## src/rtl/tdm_demultiplexer.sv

```systemverilog
// 4-slot TDM receiver: locks on the frame marker, steers beats to staging, publishes
// frames on out0..out3. Latency: slot-3 beat to outputs/frame_valid is 1 clock.
// No backpressure: valid=0 cycles stall the slot counter. Optional TDM_DEMUX_FRAME_CNT_EN adds frame_count.
module tdm_demultiplexer #(
    parameter int WIDTH = 1
) (
    input  logic             clk,
    input  logic             reset,
    input  logic [WIDTH-1:0] in,
    input  logic             valid,
    input  logic             sync,
    output logic [WIDTH-1:0] out0,
    output logic [WIDTH-1:0] out1,
    output logic [WIDTH-1:0] out2,
    output logic [WIDTH-1:0] out3,
    output logic             frame_valid,
    output logic             address0,
    output logic             address1,
    output logic             locked,
    output logic             sync_err
`ifdef TDM_DEMUX_FRAME_CNT_EN
    ,
    output logic [7:0]       frame_count
`endif
);

    typedef enum logic {HUNT, LOCKED} state_t;

    state_t           state;
    logic [1:0]       slot;
    logic [WIDTH-1:0] stage0;
    logic [WIDTH-1:0] stage1;
    logic [WIDTH-1:0] stage2;

    assign address0 = slot[1];
    assign address1 = slot[0];
    assign locked   = (state == LOCKED);

    always_ff @(posedge clk) begin
        if (reset) begin
            state       <= HUNT;
            slot        <= 2'd0;
            stage0      <= '0;
            stage1      <= '0;
            stage2      <= '0;
            out0        <= '0;
            out1        <= '0;
            out2        <= '0;
            out3        <= '0;
            frame_valid <= 1'b0;
            sync_err    <= 1'b0;
`ifdef TDM_DEMUX_FRAME_CNT_EN
            frame_count <= 8'd0;
`endif
        end else begin
            frame_valid <= 1'b0;
            sync_err    <= 1'b0;
            if (valid) begin
                case (state)
                    HUNT: begin
                        if (sync) begin
                            stage0 <= in;
                            stage1 <= '0;
                            stage2 <= '0;
                            slot   <= 2'd1;
                            state  <= LOCKED;
                        end
                    end
                    LOCKED: begin
                        if (slot == 2'd0) begin
                            if (sync) begin
                                stage0 <= in;
                                slot   <= 2'd1;
                            end else begin
                                // Marker missing where slot 0 was due: lost framing.
                                sync_err <= 1'b1;
                                stage0   <= '0;
                                stage1   <= '0;
                                stage2   <= '0;
                                state    <= HUNT;
                            end
                        end else if (sync) begin
                            // Early marker: restart the frame on this beat.
                            sync_err <= 1'b1;
                            stage0   <= in;
                            stage1   <= '0;
                            stage2   <= '0;
                            slot     <= 2'd1;
                        end else begin
                            case (slot)
                                2'd1: begin
                                    stage1 <= in;
                                    slot   <= 2'd2;
                                end
                                2'd2: begin
                                    stage2 <= in;
                                    slot   <= 2'd3;
                                end
                                default: begin
                                    out0        <= stage0;
                                    out1        <= stage1;
                                    out2        <= stage2;
                                    out3        <= in;
                                    frame_valid <= 1'b1;
                                    slot        <= 2'd0;
`ifdef TDM_DEMUX_FRAME_CNT_EN
                                    frame_count <= frame_count + 8'd1;
`endif
                                end
                            endcase
                        end
                    end
                    default: state <= HUNT;
                endcase
            end
        end
    end

endmodule

```

## config.mk

```make
export PLATFORM = sky130hd
export DESIGN_NAME = tdm_demultiplexer
export DESIGN_NICKNAME = d
export VERILOG_FILES = /design/src/rtl/tdm_demultiplexer.sv
export SDC_FILE = /design/constraint.sdc
export NUM_CORES = 1
export LEC_CHECK = 0
export CAP_MARGIN = 40
export CORE_MARGIN = 5
export CORE_UTILIZATION = 36
export DETAILED_ROUTE_END_ITERATION = 10
export DONT_BUFFER_PORTS = 1
export MAX_ROUTING_LAYER = met4
export PLACE_DENSITY = 0.59
export SYNTH_ARGS = -nofsm -noshare
export SYNTH_HDL_FRONTEND = slang
export SYNTH_SLANG_ARGS = --single-unit
```

## constraint.sdc

```tcl
create_clock -name clk -period 4.2 [get_ports clk]
set_input_delay 0.42 -clock clk [delete_from_list [all_inputs] [get_ports clk]]
set_output_delay 0.42 -clock clk [all_outputs]
set_load 0.03 [all_outputs]
```

---- After elaboration in Yosys (flattened, before gate mapping) ----
Cells that the tools add are included.
storage, ports and cells
  flip-flop bits (word level) ............. 12
  output and inout bits ................... 9
operators by class
  equal/unequal tests ..................... 6
  mux-type cells .......................... 25
  bitwise gates (word level) .............. 5
  reduce and logical (&&, ||, !) cells .... 7
operators with widths
  kind                                                  count
  2-to-1 mux 1 bit                                      16
  != test 4 x 2 -> 1 bit (second input constant)        2
  case mux 1 bit (2 select lines)                       4
  case mux 2 bit (2 select lines)                       2
  AND reduction 4 bit                                   2
  2-to-1 mux 2 bit                                      3
  inverter 1 bit                                        5
  AND reduction 5 bit                                   1
  OR reduction 5 bit                                    1
  != test 3 bit (second input constant)                 1
  OR reduction 3 bit                                    1
  equality test 2 x 1 -> 1 bit (second input constant)  1
  equality test 2 bit (second input constant)           1
  zero test 2 bit                                       1
  != test 2 bit (second input constant)                 1
  OR reduction 2 bit                                    1

---- Depth between registers and ports, before layout ----
Gate-level depths: netlist of the first run.
  depth in word-level cells ............... 5
  depth in mapped cells ................... 7

---- Worst setup path before layout of the first run ----
Ideal clock, no wire load.
  kind .................................... register to register
  start point ............................. register slot[1]
  end point ............................... register out0
  library setup time ...................... 0.128 ns
  data arrival time ....................... 1.603 ns
  required time ........................... 4.072 ns
  slack ................................... 2.469 ns
  cell stages (with the launch flop) ...... 8
  period minus slack after synthesis ...... 1.731 ns
  path through ............................ dfxtp_1 -> inv_1 -> ha_1 -> inv_1 -> ha_1 -> nand4b_1 -> mux2i_1 -> nor2_1
between the ends
  longest elaborated chain between the ends .. 4
ends and longest elaborated chain
  element                                                                     line  source
  start, declared                                                             30    logic [1:0] slot;
  start signal, assigned                                                      42    slot <= 2'd0;
  start signal, assigned                                                      65    slot <= 2'd1;
  start signal, assigned                                                      73    slot <= 2'd1;
  equality test 2 bit / equality test 2 x 1 -> 1 bit (equally long branches)  90    case (slot)
  OR reduction 2 bit (no line)                                                -
  inverter 1 bit (no line)                                                    -
  AND reduction 5 bit (no line) *                                             -
  end signal, assigned                                                        100   out0 <= stage0;
  end, declared                                                               12    output logic [WIDTH-1:0] out0,
Mark *: on every way between the ends. The rest lies on a longest branch, timed or not.
A chain may end at the register's enable or synchronous reset.

---- Worst setup path after layout of the first run ----
  start point ............................. register slot[1]
  end point ............................... register out1
between the ends
  longest elaborated chain between the ends .. 4
ends and longest elaborated chain
  element                                                                     line  source
  equality test 2 bit / equality test 2 x 1 -> 1 bit (equally long branches)  90
  OR reduction 2 bit (no line)                                                -
  inverter 1 bit (no line)                                                    -
  AND reduction 5 bit (no line) *                                             -
  end signal, assigned                                                        101   out1 <= stage1;
  end, declared                                                               13    output logic [WIDTH-1:0] out1,
Marks and branches as above.

==> results of run 1 <==
==> registers in the layout (all words and copies together), names as in the netlist <==
name         count
frame_valid      1
locked           1
out0             1
out1             1
out2             1
out3             1
slot             2
stage0           1
stage1           1
stage2           1
sync_err         1
==> path summary, 6_finish.rpt <==
| kind | from | slack [ns] | cells past startpoint | end |
|---|---|---|---|---|
| worst max register to register | slot[1]$_SDFFE_PP0P_ | 2.25 | 7 | out1$_SDFFE_PP0P_ |
| worst max-delay path | slot[1]$_SDFFE_PP0P_ | 2.25 | 7 | out1$_SDFFE_PP0P_ |
| worst min register to register | stage0$_SDFFE_PP0P_ | 0.47 | 2 | stage0$_SDFFE_PP0P_ |
| worst min-delay path | reset | 0.20 | 1 | locked$_SDFFE_PP0P_ |
==> cell type report <==
type,instances,area (sq um),share of cell area [%]
well taps,16,20.02,3.181
clock buffers,4,36.28,5.765
multi-input cells,43,314.1,49.90
inverters,5,18.77,2.982
flip-flops and latches,12,240.2,38.17
==> kinds of logic after synthesis <==
logic type	Yosys count	share of synthesized area [%]
adder cells (fa/ha/maj)	5	10.46
buffers and inverters	9	7.322
flip-flops	12	40.17
multiplexers	7	11.72
AND/OR/NAND/NOR	19	17.16
AO/OA/AOI/OAI	12	13.18
==> through the flow <==
step                      hold slack (ns)  total power [uW]  worst slack (ns)  instance area [sq um]
after detailed placement           0.4620             139.3             2.253                  593.1
after global routing               0.1898             243.8             2.132                  629.4
after global placement             0.4536             139.0             2.278                  593.1
after CTS                          0.1862             235.0             2.225                  629.4
after floorplan                    0.4490             140.6             2.469                  598.1
final                              0.1982             231.4             2.245                  629.4
==> per-layer routing <==
layer	track usage, %	up-vias
li1	-	222
met1	10.41	200
met2	14.88	8
met3	3.550	5
met4	7.660	0
met5	-	-
==> report_power, final <==
| group | switching, uW | internal (uW) | total (uW) | leakage (uW) |
|---|---|---|---|---|
| clock network | 42.3 | 52.7 | 95.0 | 0.0000210 |
| registers | 5.62 | 116 | 121 | 0.0000972 |
| logic | 7.65 | 7.47 | 15.1 | 0.000178 |
==> cell usage in the layout (no fill, tap or decap), drive strengths merged, types with 2 or more instances in the layout <==
cell | netlist | final
a21oi | 4 | 4
clkbuf | 1 | 4
dfxtp | 12 | 12
ha | 5 | 5
inv | 5 | 5
mux2i | 7 | 7
nand2 | 3 | 3
nand2b | 2 | 2
nor2 | 6 | 6
nor3 | 2 | 2
o211a | 2 | 2
o21ai | 3 | 3
==> worst max-delay path: cells and delay by family, from the launching register on <==
family | cells | cell delay (ns)
buffers and inverters | 2 | 0.25
adders and majority gates | 2 | 0.45
and+or+nand+nor | 2 | 0.33
muxes | 1 | 0.25
DFF | 1 | 0.56
==> metrics, run 1 <==
status complete, no violations; Fin. Hold Viols 0; DR vias/cell between 5 and 6; EDFF count, synth 0; area share of the largest cell type after synthesis roughly 40%; Metal-1 WL a little under 500 microns; cts repair resizes 0; setup bufs post-CTS 0; TritonCTS buffer count 3; Crit Path Max Fanout 8; met3 WL just under 80 microns; drt first pass iters 2; die footprint roughly 0.0026 sq mm; flops & latches, synth 12; Post-CTS Hold Buffers 0; Setup violations, final 0; Core Footprint about 0.0015 sq mm; Layout Cells excl Fill 80; CP Cell Sequence inv_1 > ha_1 > inv_1 > ha_1 > nand4b_1 > mux2i_1 > nor2_1; max-cap violations 0; Max stage delay cell, worst path dfxtp_1; crit path launch type register; pwr dens ~370 mW/mm^2; Placed Instances 76; Fill cells between 150 and 200; top cells by count, synth dfxtp_1, mux2i_1, nor2_1; number of global-route vias before repair around 400; DRT antenna net count 0; gpl congestion 0.7801; Worst-path clk slew roughly 0.09 ns; CTS tree yes; Finished Core Util about two fifths; largest net degree at the start of global routing 14; ys async rst share 0%; Fmax slightly above 500 MHz; CP Capture Type register; CTS sink count 12; Root Driver clkbuf_4; sequential area share after synthesis 40.17%; Cell Area, Synth around 600 sq um; Tcrit/Tclk final a little under half; # nets final 75; Iteration-0 DRC Markers 4; Starting Density 38.80%; crit path kind reg2reg; Critical Path AT 2.13 ns; worst min path class in2reg; top sig layer met4; initial antenna violation count 0; clock buffer depth 2; Pleak between 0.0002 and 0.0003 uW; prevailing post-synth register cell dfxtp_1; max_slew headroom between 60 and 70%; Ys Warns 0; cell count after synthesis 64; Slew Limit Fails 0; hpwl dp slightly above 800 microns; metal2 WL slightly above 500 microns; Unique masters post-synth 23; Layout area overhead 5.230%; synthesized net count 74; final wirelength 1117 microns; VDD IR-drop max ~0.12 mV; clk_lat worst skew about 0.28 ns; CP Data Required Time roughly 4.4 ns; ranking of synthesized cells by area dfxtp_1, mux2i_1, ha_1; Slowest Stage Delay on Critical Path approximately 0.56 ns; DRC viols 0; Worst-Margin Slew 0.5667 ns; RSZ-0062 raised after global routing no; top-count cell post-synth dfxtp_1; GRT Total Usage under 10%; I/O pin cnt 14; biggest area consumer among synthesized cells dfxtp_1; post-DR wirelength/cell 13.96 microns; minimum clock period 1.955 ns; clk_skew 0.009443 ns; share of cells above drive strength 1 10.94%; syn avg cell area 9.345 sq um; Die H slightly above 50 microns; TNS Setup 0 ns; via count ~440; first-pass GRT wire length approximately 1800 microns; grt total ovfl 0; Die X roughly 51 microns; PortBufs 0; Rows 14; H-tree levels 1; Antenna Cells 0
Note: power is estimated with default switching activity, not from simulation.
==> run 2: changes to the inputs <==
Clock period 4.2 ns to 1.8 ns, I/O delays scaled along.
==> run 2 against run 1 <==
- power increased by 140%
- routed wire length up 5.3%
- combinational power increased to 3.8 times the previous value
- critical path type unchanged
==> metrics, run 2 (same netlist as run 1, synthesis figures left out) <==
Rows 14; max-cap violations 0; Antenna Cells 0; pwr dens between 800 and 900 mW/mm^2; M2 GR Usage 14.46%; largest net degree at the start of global routing 11; max reg flops 2; via count 450; drt first pass iters 4; Setup violations, final 0; most common cell after layout, fill and taps aside dfxtp_1; RSZ-0062 raised after global routing no; area of the multi-input gates between 300 and 400 sq um; r2r endpoint out3$_SDFFE_PP0P_; DRT antenna net count 0; DRC viols 0; Slew Limit Fails 0; Final WS setup around 0.22 ns; TNS Setup 0 ns; Slowest Stage Delay on Critical Path between 0.3 and 0.4 ns; CTS tree yes; GRT busiest layer met2; crit path launch type register; # nets final 81; GRT Total Usage 10.17%; Tcrit/Tclk final between 80% and 90%; hpwl dp about 830 microns; I/O pin cnt 14; post-DR wirelength/cell ~14 microns; Root Driver clkbuf_4; die footprint about 0.0026 sq mm; status complete, no violations; Critical Path AT roughly 1.7 ns; Max stage delay cell, worst path dfxtp_1; Pleak between 0.0003 and 0.0004 uW; FF-to-FF setup slack around 0.22 ns; final wirelength between 1000 and 1500 microns; Fin. Hold Viols 0; R2R depth 7; Die H slightly above 50 microns; Core Footprint 0.001541 sq mm; Worst-path clk slew approximately 0.08 ns; number of global-route vias before repair ~400; end of the critical path out3$_SDFFE_PP0P_; CP Capture Type register; Worst-Margin Slew approximately 0.4 ns; DR vias/cell 5.233; FF+latch area 240.2 sq um; TritonCTS buffer count 3; Place WS roughly 0.17 ns; clock buffer depth 2; GR Layer Usage met1 a little under an eighth; met3 GRT Util 3.846%; PortBufs 0; Fmax between 600 and 700 MHz; gpl congestion 0.8260; crit path from slot[1]$_SDFFE_PP0P_; Starting Density between 30% and 40%; setup bufs post-CTS 0; VDD IR-drop max 0.4406 mV; CP Cell Sequence inv_1 > ha_2 > inv_1 > ha_1 > nand4b_1 > mux2i_1 > nor2_1; CP Data Required Time slightly below 2 ns; clk_skew between 0.0015 and 0.002 ns; Crit Path Max Fanout 8; share of cells above drive strength 1 around 16%; clk_lat worst skew about 0.28 ns; max_slew headroom around 74%; crit path kind reg2reg; minimum clock period about 1.6 ns; CP dominant cell by count inv_1; Die X roughly 50 microns; H-tree levels 1; most frequent cells in the layout dfxtp_1, mux2i_1, nor2_1; initial antenna violation count 0; Layout area overhead 14.44%; CTS sink count 12; Fill cells ~170; Largest Register slot; grt total ovfl 0; Iteration-0 DRC Markers 18; worst min path class in2reg; R2R Path Start slot[1]$_SDFFE_PP0P_; first-pass GRT wire length 1890 microns
==> run 2: cell count changes in the layout (fill, tap and decap cells not counted), sizes merged <==
cell and delta:
buf +3, dlygate4sd3 +3
==> run 2: metrics by stage <==
stage          hold WS (ns)  total power [uW]  instance area, sq um  instances  utilization, %
3_3_place_gp         0.2517             329.1                 615.6         79           39.94
2_1_floorplan        0.3239             328.2                 598.1         64               -
4_1_cts             0.05021             554.6                 681.9         86           44.24
3_5_place_dp         0.2561             329.4                 615.6         79           39.94
5_1_grt             0.04930             574.1                 684.4         86           44.40
6_report            0.05138             550.9                 684.4         86           44.40
==> run 2: how the worst min path moves through the flow <==
stage	from	to	cells after the start
global route	sync	frame_valid$_SDFF_PP0_	2
global placement	reset	stage0$_SDFFE_PP0P_	1
finish	in	out3$_SDFFE_PP0P_	2
detailed placement	reset	stage0$_SDFFE_PP0P_	1
floorplan	in	out3$_SDFFE_PP0P_	2
CTS	in	stage0$_SDFFE_PP0P_	2
==> run 2: what timing repair did <==
item / 4_1_cts / 5_1_grt
endpoints found under the setup margin: 0 / 1
resized for setup: 0 / 1
hold buffers: 3 / 0
endpoints found under the hold margin: 10 / 0
==> run 2: power breakdown <==
group | switching, uW | internal (uW) | total (uW)
logic | 30.8 | 25.9 | 56.7
registers | 6.03 | 270 | 276
clock network | 95.3 | 123 | 218
==> run 2: worst max-delay path: cells and delay by family, from the launching register on <==
kind	cells	cell delay (ns)
and+or+nand+nor	2	0.30
adders and majority gates	2	0.45
DFF	1	0.32
muxes	1	0.22
buffers and inverters	2	0.17
==> run 2: layout make-up <==
| class | count | area share [%] |
|---|---|---|
| Multi-Input combinational cell | 43 | 46.25 |
| Sequential cell | 12 | 35.10 |
| Timing Repair Buffer | 6 | 7.678 |
| Clock buffer | 4 | 5.302 |
| Tap cell | 16 | 2.925 |
| Inverter | 5 | 2.742 |
==> run 2: routing by layer <==
layer	up-vias	part of all wire, %
met5	-	0
met4	0	2.7
met3	4	4.8
met2	7	44
met1	207	48
li1	232	-
==> RTL change 1 (settings of run 2) <==
The option `TDM_DEMUX_FRAME_CNT_EN` is turned on by a define.
--- a/src/rtl/tdm_demultiplexer.sv
+++ b/src/rtl/tdm_demultiplexer.sv
@@ -3,2 +3,4 @@
 // No backpressure: valid=0 cycles stall the slot counter. Optional TDM_DEMUX_FRAME_CNT_EN adds frame_count.
+`define TDM_DEMUX_FRAME_CNT_EN
+
 module tdm_demultiplexer #(
Formal check against the unedited RTL (old outputs only; new: frame_count): equivalent (equiv_simple and equiv_induct, registers matched by name and starting in step).
==> RTL change 1 against run 2 <==
Area after synthesis grew 61%; wire length grew 90%; sequential cell count grew 8; non-clock buffer count grew 11; clock skew shrank 0.00061 ns; total power grew 43%; clock power grew 19%; setup slack lost 0.18 ns; critical path depth grew 1; die area grew 48%; design area grew 75%; largest cell class unchanged; largest power group unchanged.
==> RTL change 1: results (changes against run 2) <==
Layout
  • # nets final: 133 (+64%)
  • ClkCell Share: 0.03033 (-0.02268)
  • Inserted Diodes: 0 (unchanged)
  • Inverter count: 7 (+2)
  • Share of cell area taken by multi-input logic gates: 0.4561 (-0.006458)
  • Fill cell count: 244 (+47%)
  • Seq area share: 0.3410 (-0.01000)
  • Clkbuf count: 4 (unchanged)
  • Fin cells: 151 (+76%)
  • Non-clock buffering overhead: 0.1192 (+0.04246)
  • Comb_multi_in: 73 (+70%)
  • Buffers excl. clock: 17 (+11)

CTS
  • Post-CTS Setup Bufs: 0 (unchanged)
  • CTS Sinks: 20 (+8)
  • CTS buffer count: 3 (unchanged)
  • Clock-pin slew on the worst setup and hold paths: 0.11 ns (+0.03 ns)
  • Clock tree buffer depth: 2 (unchanged)
  • CTS resizes: 0 (unchanged)
  • Hold Buf Count CTS: 2 (-1)

Route
  • Iter 0 DRT Violations: 23 (+5)
  • Via count: 834 (+85%)
  • DRT Wirelength: 2240 um (+90%)

Place
  • DP Wirelength: 1532 um (+85%)
  • Dpl cells: 142 (+80%)
  • GP Congestion: 0.8098 (-2.0%)
  • Placement Setup Slack: 0.08893 ns (-0.07618 ns)

Power
  • Int Pwr: 603.4 uW (+44%)
  • Maximum vdd drop: 0.4006 mV (-9.1%)
  • Total chip power: 788.7 uW (+43%)
  • Comb pwr share: 0.099 (-0.004)
  • Pleak: 0.0005156 uW (+59%)

Synthesis
  • Synth Net Count: 117 (+58%)
  • Netlist cell types: 31 (+35%)
  • Commonest cells post-synth: 20 x dfxtp_1, 9 x a21oi_1, 9 x nor2_1, 7 x inv_1
  • Register area share after synthesis: 0.4156 (+0.01391)
  • Top_reg_cell synth: dfxtp_1
  • Area contributors post-synth: dfxtp_1 42%, ha_1 7.8%, mux2i_1 5.2%, a21oi_1 4.7%, nor2_1 3.5%
  • Synthesized instance count: 106 (+66%)

Hold path
  • Worst Hold Path EP: slot[1]
  • Hold path start: reset

Worst setup path
  • Register-to-Register Path Depth: 8 (+1)
  • Crit path max fanout: 7 (-1)
  • Max incr delay on CP: 0.36 ns (+0.04 ns)
  • CP top delay family: simple AND/OR/NAND/NOR gates
  • Worst Setup SP: slot[1]
  • Critical Path End: frame_count[3]
  • Critical-path top delay cell: dfxtp_4
  • RR Endpoint: frame_count[3]
  • CP arrival: 1.99 ns (+0.25 ns)

GRT
  • Global-route wire length before repair: 3553 um (+88%)
  • Vias in the first global route: 774 (+96%)
  • Pin count of the biggest net entering global routing: 19 (+8)

Status
  • Status: complete, no violations

STA
  • Final critical-path share of the clock period: 0.9798 (+0.09981)
  • Worst rel slew slack: 0.4949 (-0.2450)
  • Setup Skew: 0.001153 ns (-0.0006063 ns)
## RTL change 1: cell families (layout without fill, tap and decap cells)
group                    after synthesis  count (layout)  synth area share
multiplexers                           6               6           0.06364
AND/OR/NAND/NOR                       37              37            0.2299
flip-flops                            20              20            0.4156
AO/OA/AOI/OAI                         23              23            0.1455
XOR/XNOR                               1               1          0.009093
buffers and inverters                 13              28           0.05844
adder cells (fa/ha/maj)                6               6           0.07792
## RTL change 1: metrics by stage
step	instance area [sq um]	TNS [ns]	hold slack, ns
4_1_cts	1134	0	0.01268
2_1_floorplan	979.7	0	0.3239
3_3_place_gp	1077	0	0.2521
6_report	1196	0	0.02793
3_5_place_dp	1077	0	0.2541
5_1_grt	1196	-0.1532	0.01175
## RTL change 1: per-layer routing
metal / wire, um / vias to the layer above / track usage
met5: 0 / - / -
met4: 6 / 0 / 0.03636
met3: 146 / 2 / 0.03512
met2: 1054 / 15 / 0.1898
met1: 1033 / 406 / 0.1711
li1: - / 411 / -
==> RTL change 2 (flow settings as in run 2) <==
Made on the original files. Register the outputs `address0`, `address1` and `locked`, with the module's reset; this adds one clock of latency there. The other outputs are not delayed to match.
--- a/src/rtl/tdm_demultiplexer.sv
+++ b/src/rtl/tdm_demultiplexer.sv
@@ -34,5 +34,13 @@
 
-    assign address0 = slot[1];
-    assign address1 = slot[0];
-    assign locked   = (state == LOCKED);
+    always_ff @(posedge clk) begin
+        if (reset) begin
+            address0 <= '0;
+            address1 <= '0;
+            locked   <= '0;
+        end else begin
+            address0 <= slot[1];
+            address1 <= slot[0];
+            locked   <= (state == LOCKED);
+        end
+    end
 
Formal check against the unedited RTL: not equivalent (a bounded check fails within 4 cycles, from zero or initial values and one cycle with reset high).
==> RTL change 2 against run 2 <==
Final cell count rose by 14%; wire length rose by 12%; total power rose by 6.9%; global-route usage rose by 0.96 points; area after synthesis rose by 13%; die area rose by 10%; setup slack got worse by 0.021 ns; hold slack got worse by 0.0049 ns; design area rose by 10%; critical path depth did not move; sequential cell count rose by 3.
==> RTL change 2: results (changes against run 2) <==
Route
  • Iter 0 DRT Violations: 2 (-16)
  • Vias/cell: 5.184 (-0.93%)
  • Drt pass-1 iters: 2 (-2)
  • DRT Wirelength: 1318 um (+12%)

Synthesis
  • Synth Net Count: 79 (+6.8%)
  • Commonest cells post-synth: 15 x dfxtp_1, 6 x nand2_1, 6 x nor2_1
  • Synthesized instance count: 69 (+7.8%)
  • Post-synthesis mux area share: 0.07421 (-0.04294)
  • Register area share after synthesis: 0.4453 (+0.04360)
  • Post-synthesis adder-cell area fraction: 0.09276 (-0.01184)
  • Compound-Gate Fraction of Synth Area: 0.1095 (-0.02234)
  • Netlist cell types: 26 (+13%)

GRT
  • Pin count of the biggest net entering global routing: 14 (+3)
  • Gr usage total: 0.1113 (+0.009584)
  • Global-route wire length before repair: 2139 um (+13%)
  • Antenna violations before repair: 0 (unchanged)

Worst setup path
  • Reg2reg setup slack: 0.20 ns (-0.02 ns)
  • RR Endpoint: out2
  • Worst r2r src: slot[0]
  • CP arrival: 1.76 ns (+0.02 ns)
  • Crit path max fanout: 6 (-2)

Power
  • Pleak: 0.0003109 uW (-3.9%)
  • Maximum vdd drop: 0.5361 mV (+22%)

Layout
  • Fraction of layout cells with a size suffix above 1: 0.09589 (-0.06125)
  • Fin cells: 98 (+14%)
  • Fill cell count: 172 (+3.6%)
  • # nets final: 84 (+3.7%)

STA
  • Setup Skew: 0.0007710 ns (-0.0009883 ns)
  • Worst Max-Slew Pin Slew: 0.4766 ns (+0.08761 ns)

Place
  • DP Wirelength: 923.7 um (+12%)
  • Dpl cells: 90 (+14%)
  • GP Congestion: 0.7651 (-7.4%)

Status
  • Status: complete, no violations
RTL change 2: cell count changes after synthesis, sizes merged, moves of 2 or more:
cell	delta
a21oi	-3
mux2i	-2
nand2	+3
nor4b	+2
o211a	-2
a221oi	+2
dfxtp	+3
o311ai	+2
RTL change 2: area by class of cell:
type / count / area [sq um] / share of cell area
Tap cell: 25 / 31.28 / 0.04146
Inverter: 5 / 18.77 / 0.02488
Clock buffer: 4 / 26.28 / 0.03483
Sequential cell: 15 / 300.3 / 0.3980
Timing Repair Buffer: 4 / 40.04 / 0.05307
Multi-Input combinational cell: 45 / 337.8 / 0.4478
RTL change 2: what timing repair did:
| item | CTS | global route |
|---|---|---|
| endpoints found under the hold margin | 13 | 1 |
| hold buffers | 2 | 2 |
| gates resized for setup | 0 | 2 |
| setup endpoints to repair | 0 | 4 |
RTL change 2: power by group through the flow:
stage | clock, uW | sequential (uW) | combinational, uW
finish | 189 | 349 | 51.0
global route | 224 | 351 | 56.5
CTS | 199 | 349 | 44.6
global placement | 0 | 357 | 34.9
floorplan | 0 | 354 | 44.1
detailed placement | 0 | 357 | 36.4
RTL change 2: metrics by stage:
stage / cell area, sq um / worst slack [ns]
after detailed placement: 675.6 / 0.1310
after global routing: 754.5 / 0.03619
after CTS: 721.9 / 0.09207
after global placement: 675.6 / 0.1789
after floorplan: 674.4 / 0.3467
final: 754.5 / 0.1951
RTL change 2: worst min path at each step:
stage	endpoint	slack, ns	cells past startpoint
after CTS	slot[1]	0.004	1
final	out3	0.05	2
after detailed placement	address0	0.25	1
after global routing	frame_valid	0.03	2
after floorplan	locked	0.25	1
after global placement	address0	0.25	1
RTL change 2: worst max-delay path: cells and delay by family, from the launching register on:
family	cells	cell delay (ns)
adders and majority gates	2	0.37
buffers and inverters	2	0.24
DFF	1	0.32
muxes	1	0.22
and+or+nand+nor	2	0.32
RTL change 2: per-layer routing:
layer / global-route usage / part of all wire / up-vias
li1: - / - / 257
met1: 0.1303 / 0.48 / 236
met4: 0.02553 / 0.0099 / 0
met5: - / 0 / -
met2: 0.1633 / 0.45 / 13
met3: 0.06479 / 0.061 / 2
RTL change 2: logic make-up after synthesis:
logic type / count (synthesis)
AND/OR/NAND/NOR: 25
flip-flops: 15
AO/OA/AOI/OAI: 10
buffers and inverters: 9
multiplexers: 5
adder cells (fa/ha/maj): 5
